## config.mk

```make
export PLATFORM = sky130hd
export DESIGN_NAME = ex_muldiv
export DESIGN_NICKNAME = d
export VERILOG_FILES = /design/src/rtl/ex_muldiv.sv
export SDC_FILE = /design/constraint.sdc
export NUM_CORES = 1
export LEC_CHECK = 0
export CAP_MARGIN = 20
export CORE_MARGIN = 4
export CORE_UTILIZATION = 54
export DETAILED_ROUTE_END_ITERATION = 12
export PLACE_DENSITY = 0.78
export REMOVE_ABC_BUFFERS = 1
export SLEW_MARGIN = 10
export SYNTH_ARGS = -nofsm -noshare
export SYNTH_HDL_FRONTEND = slang
export SYNTH_SLANG_ARGS = --single-unit
```

## constraint.sdc

```tcl
create_clock -name clk -period 7.8 [get_ports clk]
set_input_delay 1.95 -clock clk [delete_from_list [all_inputs] [get_ports clk]]
set_output_delay 1.95 -clock clk [all_outputs]
set_load 0.02 [all_outputs]
```

## src/rtl/ex_muldiv.sv

```systemverilog
// ex_muldiv: iterative multiply/divide engine for the EX stage.
// One MULT/MULTU/DIV/DIVU operation at a time, one bit per cycle. The
// pipeline is held through stallreq_o. The {HI,LO} result is returned
// with a single-cycle ready_o pulse.
// Optional feature: define EX_MULDIV_MACC_EN to enable MADD/MADDU/MSUB/MSUBU.
// These ops accumulate into the {hi_i,lo_i} value captured at acceptance.
module ex_muldiv #(
   parameter int WIDTH = 32
) (
   input  logic                 clk,
   input  logic                 rst,
   input  logic                 start_i,
   input  logic [2:0]           op_i,
   input  logic [WIDTH-1:0]     opa_i,
   input  logic [WIDTH-1:0]     opb_i,
   input  logic [WIDTH-1:0]     hi_i,
   input  logic [WIDTH-1:0]     lo_i,
   input  logic                 annul_i,
   output logic [2*WIDTH-1:0]   result_o,
   output logic                 ready_o,
   output logic                 busy_o,
   output logic                 stallreq_o
);

   localparam int CNT_W = $clog2(WIDTH) + 1;
   localparam logic [CNT_W-1:0] CNT_LOAD = CNT_W'(WIDTH);
   localparam logic [CNT_W-1:0] CNT_LAST = CNT_W'(1);

   typedef enum logic [1:0] {
      IDLE = 2'd0,
      CALC = 2'd1,
      DONE = 2'd2
   } state_t;

   state_t state, state_next;

   // Decoded view of the incoming request
   logic             op_valid;
   logic             op_div;
   logic             op_signed;
   logic             sign_a;
   logic             sign_b;
   logic             div_by_zero;
   logic             accept;
   logic [WIDTH-1:0] mag_a;
   logic [WIDTH-1:0] mag_b;

   // Iteration state captured at acceptance
   logic [CNT_W-1:0] cnt;
   logic [WIDTH-1:0] p_hi;
   logic [WIDTH-1:0] p_lo;
   logic [WIDTH-1:0] mcand;
   logic             div_q;
   logic             neg_q;
   logic             neg_rem_q;

   // One-step datapath and final fix-up
   logic [WIDTH:0]     mul_sum;
   logic [WIDTH:0]     div_trial;
   logic [WIDTH:0]     div_diff;
   logic [WIDTH-1:0]   step_hi;
   logic [WIDTH-1:0]   step_lo;
   logic [2*WIDTH-1:0] raw_prod;
   logic [2*WIDTH-1:0] signed_prod;
   logic [WIDTH-1:0]   quo_fix;
   logic [WIDTH-1:0]   rem_fix;
   logic [2*WIDTH-1:0] final_res;

`ifdef EX_MULDIV_MACC_EN
   logic               op_macc;
   logic               op_sub;
   logic               macc_q;
   logic               sub_q;
   logic [2*WIDTH-1:0] acc_q;
`else
   logic               unused_acc_inputs;
   assign unused_acc_inputs = ^{hi_i, lo_i};
`endif

   // Decode the request and take operand magnitudes for signed ops.
   // Without the MACC build, ops 4-7 are treated as invalid.
   // Bit 0 of the op code selects unsigned. Bit 1 selects divide,
   // or subtract for the MACC group. Bit 2 selects the MACC group.
   always_comb begin
      op_signed = ~op_i[0];
      op_div    = ~op_i[2] & op_i[1];
`ifdef EX_MULDIV_MACC_EN
      op_valid  = 1'b1;
      op_macc   = op_i[2];
      op_sub    = op_i[2] & op_i[1];
`else
      op_valid  = ~op_i[2];
`endif
      sign_a      = op_signed & opa_i[WIDTH-1];
      sign_b      = op_signed & opb_i[WIDTH-1];
      mag_a       = sign_a ? -opa_i : opa_i;
      mag_b       = sign_b ? -opb_i : opb_i;
      div_by_zero = op_div & (opb_i == '0);
      accept      = (state == IDLE) & start_i & op_valid & ~annul_i;
   end

   // State register, plus busy/ready decoded from the upcoming state
   // so that both outputs line up with the state they describe.
   always_ff @(posedge clk) begin
      if (!rst) begin
         state   <= IDLE;
         busy_o  <= 1'b0;
         ready_o <= 1'b0;
      end else begin
         state   <= state_next;
         busy_o  <= (state_next != IDLE);
         ready_o <= (state_next == DONE);
      end
   end

   // Next-state logic. A divide by zero jumps straight to DONE, and
   // annul overrides everything.
   always_comb begin
      state_next = state;
      case (state)
         IDLE: begin
            if (accept) begin
               state_next = div_by_zero ? DONE : CALC;
            end
         end
         CALC: begin
            if (cnt == CNT_LAST) begin
               state_next = DONE;
            end
         end
         DONE: begin
            state_next = IDLE;
         end
         default: begin
            state_next = IDLE;
         end
      endcase
      if (annul_i) begin
         state_next = IDLE;
      end
   end

   // Stall request. It is low in DONE, so the pipeline moves on as the
   // result is consumed.
   always_comb begin
      stallreq_o = rst & ~annul_i &
                   (((state == IDLE) & start_i & op_valid) | (state == CALC));
   end

   // One iteration step. Multiply: add the multiplicand when the low bit
   // of the multiplier is set, then shift the {p_hi,p_lo} pair right.
   // Divide: shift the next dividend bit into the remainder, then subtract
   // the divisor. The top bit of the difference flags a borrow, in which
   // case the remainder is kept (restored).
   always_comb begin
      mul_sum   = {1'b0, p_hi} + (p_lo[0] ? {1'b0, mcand} : '0);
      div_trial = {p_hi, p_lo[WIDTH-1]};
      div_diff  = div_trial - {1'b0, mcand};
      if (div_q) begin
         if (!div_diff[WIDTH]) begin
            step_hi = div_diff[WIDTH-1:0];
            step_lo = {p_lo[WIDTH-2:0], 1'b1};
         end else begin
            step_hi = div_trial[WIDTH-1:0];
            step_lo = {p_lo[WIDTH-2:0], 1'b0};
         end
      end else begin
         step_hi = mul_sum[WIDTH:1];
         step_lo = {mul_sum[0], p_lo[WIDTH-1:1]};
      end
   end

   // Sign fix-up on the last step's output. The quotient and the product
   // take the XOR of the operand signs. The remainder follows the dividend.
   // The MACC ops fold the signed product into the captured accumulator,
   // modulo 2^(2*WIDTH).
   always_comb begin
      raw_prod    = {step_hi, step_lo};
      signed_prod = neg_q ? -raw_prod : raw_prod;
      quo_fix     = neg_q ? -step_lo : step_lo;
      rem_fix     = neg_rem_q ? -step_hi : step_hi;
      if (div_q) begin
         final_res = {rem_fix, quo_fix};
      end else begin
`ifdef EX_MULDIV_MACC_EN
         if (macc_q) begin
            final_res = sub_q ? (acc_q - signed_prod) : (acc_q + signed_prod);
         end else begin
            final_res = signed_prod;
         end
`else
         final_res = signed_prod;
`endif
      end
   end

   // Datapath registers. On acceptance, capture the operands and the op.
   // A divide by zero writes its fixed result at that point. In CALC,
   // advance one bit per cycle, and write the result on the last step
   // unless the op is annulled.
   always_ff @(posedge clk) begin
      if (!rst) begin
         cnt       <= '0;
         result_o  <= '0;
         p_hi      <= '0;
         p_lo      <= '0;
         mcand     <= '0;
         div_q     <= 1'b0;
         neg_q     <= 1'b0;
         neg_rem_q <= 1'b0;
`ifdef EX_MULDIV_MACC_EN
         macc_q    <= 1'b0;
         sub_q     <= 1'b0;
         acc_q     <= '0;
`endif
      end else if (accept) begin
         cnt       <= CNT_LOAD;
         p_hi      <= '0;
         p_lo      <= op_div ? mag_a : mag_b;
         mcand     <= op_div ? mag_b : mag_a;
         div_q     <= op_div;
         neg_q     <= sign_a ^ sign_b;
         neg_rem_q <= sign_a;
`ifdef EX_MULDIV_MACC_EN
         macc_q    <= op_macc;
         sub_q     <= op_sub;
         acc_q     <= {hi_i, lo_i};
`endif
         if (div_by_zero) begin
            result_o <= {opa_i, {WIDTH{1'b1}}};
         end
      end else if ((state == CALC) && !annul_i) begin
         p_hi <= step_hi;
         p_lo <= step_lo;
         cnt  <= cnt - CNT_LAST;
         if (cnt == CNT_LAST) begin
            result_o <= final_res;
         end
      end
   end

endmodule

```

==> run_results.csv, run 1 <==
group,metric,value,unit
sta,fmax,142.6,MHz
worst_setup_path,worstPathRequired,8.14,ns
route,postRouteAntennaNets,0,
final_layout,final_layout_size_suffix_gt1_frac,0.05191,
yosys,post-synth-top-count-cell,"nand2_1",
placement,dp.cells,2521,
route,via_per_inst,6.452,
outcome,status,"finished clean",
final_layout,antenna_cells,0,
clock_tree,ctsResizeCount,0,
sta,tightestPinTransition,1.001,ns
power,seqPwrFrac,0.361,
clock_tree,htree_levels,4,
yosys,synth-edff-count,0,
power,power,2570,µW
final_layout,area_delta_synth_final,13.73,%
yosys,syn-cell-area,15420,µm²
worst_setup_path,slowest_delay,0.60,ns
clock_tree,clock-root-buffer,"clkbuf_16",
floorplan,rows,61,
power,powerDensity,146.6,nW/µm²
worst_setup_path,critical_path.cell_chain,"inv_1 > ha_1 > fa_1 > nand2b_1 > a21oi_1 > or3b_4 > nand3_2 > a21boi_2 > a2111oi_2 > buf_4 > a21oi_1 > ha_1 > nand2_1 > or4_1 > nor4_2 > nand2_1 > nor3_2 > o21ai_1 > a2111oi_0 > nand2_1 > o41a_1 > xnor2_1 > a221oi_1",
global_route,grt_max_degree,72,
yosys,postSynthAreaPerCell,7.272,µm²
route,drc_errors,0,
sta,max_slew_margin,0.3324,
floorplan,die_area,31320,µm²
clock_tree,post_cts_buffers,0,
final_layout,utilization,0.6260,
power,switchingPower,903.7,µW
route,drt_iter0_drc,1677,
worst_setup_path,path_class,"reg2reg",
floorplan,core-area,28010,µm²
floorplan,io_pins,202,
clock_tree,clk_pin_slew,0.07,ns
power,sw_frac_of_total,0.3516,
power,p_int,1666,µW
yosys,synthArstFlopShare,0,
worst_setup_path,cpMostUsedCell,"nand2_1",
yosys,yosysTopAreaCellShare,0.2246,
yosys,synth.distinct_cells,96,
worst_setup_path,cp.arrival,7.35,ns
route,first_pass_iters,8,
yosys,ys_top_cells_by_count,"nand2_1, a21oi_1, nor2_1, dfxtp_1, xnor2_1",
final_layout,instances_no_fill,2555,
sta,drv_slew,0,
clock_tree,cts.sinks,173,
sta,rsz0062_at_grt,"no",
power,leakage,0.006485,µW
worst_setup_path,cp-start-kind,"flip-flop",
clock_tree,cts_tree,"built",
yosys,yosysWarningCount,0,
power,pwr-share-comb,0.289,
run,cap_violations,0,
sta,finalHoldViolCount,0,
yosys,synth_flop_cell,"dfxtp_1",
final_layout,nets,2371,
worst_setup_path,cpLargestDelayFamily,"simple AND/OR/NAND/NOR gates",
floorplan,die_y,177.0,µm
worst_setup_path,cp_max_fo,8,
yosys,synth-seq-area-share,0.2246,
floorplan,start_util,0.5504,
route,vias,16490,
worst_setup_path,crit_path_top_delay_cell,"or4_1",
sta,post-route-period-util,0.8991,
route,routedWlPerCell,20.78,µm
yosys,netlist_top_cells_area,"dfxtp_1, a21oi_1, nand2_1",
sta,tns,0,ns
global_route,grt-ovfl-total,0,
yosys,synth-seq-cells,173,
yosys,syn_inst,2120,
power,pwr-share-clk,0.351,
route,drt-total-wl,53090,µm
floorplan,die_x,177.0,µm
clock_tree,cts_hold_buf,0,
global_route,grt_antenna_before_repair,0,
placement,hpwl,39810,µm
worst_hold_path,hp-class,"reg2reg",
clock_tree,clock_latency,0.45,ns
sta,fin_crit,7.013,ns
clock_tree,clk_path_buf_depth,2,
power,ir_drop,0.1558,mV
global_route,grt_pass1_vias,15040,
sta,finalSetupViolCount,0,
worst_setup_path,worst-path-buf-inv,2,
sta,fin_skew,0.01428,ns
yosys,synth.largest_area_cell,"dfxtp_1",
global_route,grt_pass1_wl,82830,µm
clock_tree,numCtsBuffers,17,
placement,portBuffers,137,
worst_setup_path,end_kind,"flip-flop",
global_route,track_usage,0.3298,
placement,gp_congestion,0.9996,
## metrics by stage
| step | setup WS, ns | hold WS [ns] | area [µm²] |
|---|---|---|---|
| 3_3_place_gp | 1.154 | 0.4473 | 16930 |
| 2_1_floorplan | 0.1857 | 0.4403 | 14870 |
| 6_report | 0.7869 | 0.4681 | 17530 |
| 3_5_place_dp | 1.091 | 0.4522 | 16930 |
| 4_1_cts | 1.034 | 0.4679 | 17520 |
| 5_1_grt | 0.2737 | 0.5021 | 17530 |
## final cells by class
cell class,instances,area [µm²]
inverter,66,249.0
multi-input combinational,1743,11190
clock inverter,12,135.1
fill,2540,10480
sequential,173,3467
timing repair buffer,163,1562
tap,378,473.0
clock buffer,20,456.7
## final timing paths
kind	endpoint	depth (start not counted)	slack, ns	from
min reg2reg	mcand[3]$_SDFFE_PN0P_	2	0.47	mcand[3]$_SDFFE_PN0P_
max reg2reg	result_o[54]$_SDFFE_PN0P_	23	0.79	p_lo[31]$_SDFFE_PN0N_
max	result_o[54]$_SDFFE_PN0P_	23	0.79	p_lo[31]$_SDFFE_PN0N_
min	mcand[3]$_SDFFE_PN0P_	2	0.47	mcand[3]$_SDFFE_PN0P_
## metal layers
metal | share of wire | vias to the layer above | global-route usage
met5 | 0 | - | 0
met4 | 0.036 | 0 | 0.1190
met3 | 0.082 | 102 | 0.05426
met2 | 0.44 | 782 | 0.5120
met1 | 0.44 | 7787 | 0.4634
li1 | - | 7815 | -
## flip-flops by register name, summed over array words and instances (netlist names), 2 cells and up
| name | flops |
|---|---|
| p_lo | 32 |
| cnt | 6 |
| mcand | 32 |
| p_hi | 32 |
| state | 2 |
| result_o | 64 |
## power groups by stage
stage,registers (µW),logic (µW),clock network [µW]
6_report,927,742,901
5_1_grt,929,810,935
4_1_cts,926,724,903
3_5_place_dp,946,719,0
3_3_place_gp,946,709,0
2_1_floorplan,942,490,0
## layout by cell type, fill, tap and decap left out, types with 14 or more instances in the layout
master	netlist	final
nand2_1	257	257
a21oi_1	245	245
nor2_1	186	184
dfxtp_1	173	172
clkdlybuf4s50_1	0	136
xnor2_1	109	109
o21ai_0	96	96
o211ai_1	79	79
ha_1	70	70
xor2_1	66	66
mux2i_1	64	64
inv_1	63	63
a211oi_1	61	61
nor3_1	59	59
and2_1	45	44
o31ai_1	35	35
nand3_1	35	34
a21o_1	30	30
buf_4	3	26
a31oi_1	22	22
a221oi_1	21	21
nand4_1	18	18
clkbuf_16	0	17
nand2b_1	15	15
nor2b_1	14	14
or3_1	14	14
## cell families after synthesis
family	Yosys count	synth area share
and+or+nand+nor	723	0.2218
DFF	173	0.2246
buffers and inverters	204	0.05170
AOI/OAI and AO/OA	706	0.2993
xor gates and xnor gates	175	0.09942
muxes	67	0.04374
adders and majority gates	72	0.05941
## worst reg2reg max path, stage by stage, from the launching register on
cell       delay (ns)
dfxtp_1          0.55
inv_1            0.13
ha_1             0.25
fa_1             0.40
nand2b_1         0.19
a21oi_1          0.19
or3b_4           0.20
nand3_2          0.13
a21boi_2         0.28
a2111oi_2        0.09
buf_4            0.22
a21oi_1          0.34
ha_1             0.23
nand2_1          0.09
or4_1            0.60
nor4_2           0.49
nand2_1          0.29
nor3_2           0.52
o21ai_1          0.11
a2111oi_0        0.58
nand2_1          0.24
o41a_1           0.38
xnor2_1          0.14
a221oi_1         0.28
Power figures use the tool's default switching activity.
==> run 2: changes to the inputs <==
CORE_MARGIN = unset   (was 4)
==> run 2 against run 1 <==
  * First-iteration DRC count is 1.6% lower
  * Global-route usage rose by 2.4 points
  * Die area down 6.7%
  * Sequential share of layout area barely moved
  * Clock-buffer cell count decreased by 2
  * Routed wire length fell by 1.7%
  * Register-to-register slack about the same
  * Utilization up 0.26 points
  * Worst setup slack worse by 0.011 ns
  * Hold slack improved by 0.0022 ns
  * Critical path type unchanged
==> run_results.csv, run 2 (same netlist as run 1, synthesis figures left out) <==
group,metric,value,unit
clock_tree,clock_latency,0.45,ns
placement,hpwl,38910,µm
floorplan,start_util,0.5519,
power,sw_frac_of_total,0.3520,
worst_setup_path,end_kind,"flip-flop",
final_layout,antenna_cells,0,
route,drc_errors,0,
worst_hold_path,hp-class,"reg2reg",
power,power,2567,µW
sta,tightestPinTransition,1.052,ns
floorplan,die_area,29230,µm²
run,cap_violations,0,
power,switchingPower,903.6,µW
final_layout,postLayoutCellArea,17560,µm²
global_route,grt_max_degree,81,
worst_setup_path,cp_max_fo,8,
route,first_pass_iters,6,
global_route,track_usage,0.3539,
route,postRouteAntennaNets,0,
final_layout,nets,2373,
global_route,grt_pass1_wl,80710,µm
clock_tree,numCtsBuffers,17,
sta,whs,0.4703,ns
route,drt_iter0_drc,1651,
clock_tree,htree_levels,4,
route,vias,16410,
clock_tree,clock-root-buffer,"clkbuf_16",
sta,drv_slew,0,
global_route,grt_antenna_before_repair,0,
power,seqPwrFrac,0.361,
floorplan,die_y,171.0,µm
placement,gp_congestion,0.9645,
placement,portBuffers,137,
worst_setup_path,worstPathRequired,8.12,ns
floorplan,io_pins,202,
sta,post-route-period-util,0.9005,
clock_tree,clk_path_buf_depth,2,
clock_tree,post_cts_buffers,0,
global_route,grt-ovfl-total,0,
power,ir_drop,0.1388,mV
worst_setup_path,path_class,"reg2reg",
clock_tree,cts_tree,"built",
sta,fin_skew,0.01380,ns
final_layout,final_layout_size_suffix_gt1_frac,0.05324,
sta,fmax,142.4,MHz
placement,place_area,16940,µm²
power,leakage,0.006510,µW
power,powerDensity,146.2,nW/µm²
final_layout,largest_reg_flops,64,
floorplan,rows,61,
clock_tree,clk_pin_slew,0.07,ns
sta,fin_crit,7.024,ns
sta,tns,0,ns
sta,rsz0062_at_grt,"no",
route,routedWlPerCell,20.41,µm
outcome,status,"finished clean",
global_route,grt_pass1_vias,14940,
worst_setup_path,reg2reg_from,"p_lo[31]$_SDFFE_PN0N_",
floorplan,core-area,27930,µm²
final_layout,final_common_cell,"nand2_1",
final_layout,final_cell_mix,"nand2_1, a21oi_1, nor2_1",
worst_setup_path,cp.arrival,7.34,ns
clock_tree,cts_hold_buf,0,
power,pwr-share-clk,0.349,
route,drt-total-wl,52190,µm
worst_hold_path,hold_start,"result_o[38]$_SDFFE_PN0P_",
sta,max_slew_margin,0.2988,
power,p_int,1664,µW
worst_setup_path,cp-start-kind,"flip-flop",
worst_setup_path,critPathLaunch,"p_lo[31]$_SDFFE_PN0N_",
floorplan,die_x,171.0,µm
clock_tree,ctsResizeCount,0,
sta,finalSetupViolCount,0,
power,pwr-share-comb,0.290,
sta,finalHoldViolCount,0,
final_layout,area_delta_synth_final,13.89,%
sta,finalWorstSetupSlack,0.7764,ns
placement,pre_cts_slack,1.105,ns
clock_tree,cts.sinks,173,
route,via_per_inst,6.416,
final_layout,largest-register,"result_o",
-- run 2: path summary, 6_finish.rpt --
check | endpoint | slack (ns) | cells past startpoint
worst max-delay path | result_o[62]$_SDFFE_PN0P_ | 0.78 | 23
worst max register to register | result_o[62]$_SDFFE_PN0P_ | 0.78 | 23
worst min register to register | result_o[38]$_SDFFE_PN0P_ | 0.47 | 2
worst min-delay path | result_o[38]$_SDFFE_PN0P_ | 0.47 | 2
-- run 2: area by class of cell --
class | count | area (µm²)
inverters | 66 | 249.0
clock inverters | 14 | 158.9
repair buffers | 165 | 1580
multi-input cells | 1743 | 11190
flip-flops and latches | 173 | 3467
fillers | 2559 | 10380
clock buffers | 18 | 439.2
well taps | 378 | 473.0
-- run 2: power groups by stage --
stage	sequential (µW)	clock, µW	combinational [µW]
6_report	928	895	744
5_1_grt	930	935	804
4_1_cts	927	902	723
3_5_place_dp	947	0	717
3_3_place_gp	946	0	709
2_1_floorplan	942	0	490
-- run 2: per-layer routing --
layer | vias to the layer above | share of wire | GRT usage
met5 | - | 0 | 0
met4 | 0 | 0.039 | 0.1537
met1 | 7768 | 0.45 | 0.4782
met3 | 111 | 0.075 | 0.05852
met2 | 711 | 0.44 | 0.5523
li1 | 7816 | - | -
-- run 2: stage by stage --
| stage | std cells | utilization |
|---|---|---|
| floorplan | 1982 | - |
| global placement | 2523 | 0.6065 |
| detailed placement | 2523 | 0.6065 |
| CTS | 2555 | 0.6279 |
| global route | 2557 | 0.6286 |
| finish | 2557 | 0.6286 |
-- run 2: worst max-delay path, stage by stage (launching register included) --
cell       delay (ns)
dfxtp_1          0.52
inv_1            0.13
ha_1             0.25
fa_1             0.40
nand2b_1         0.18
a21oi_1          0.17
or3b_4           0.20
nand3_2          0.13
a21boi_2         0.29
a2111oi_2        0.09
buf_4            0.21
a21oi_1          0.31
ha_1             0.23
nand2_1          0.09
or4_1            0.60
nor4_2           0.45
nand2_1          0.27
nor3_2           0.54
o21ai_1          0.11
a2111oi_0        0.63
nand2_1          0.26
or3_1            0.41
nor4_1           0.33
nor3_1           0.09
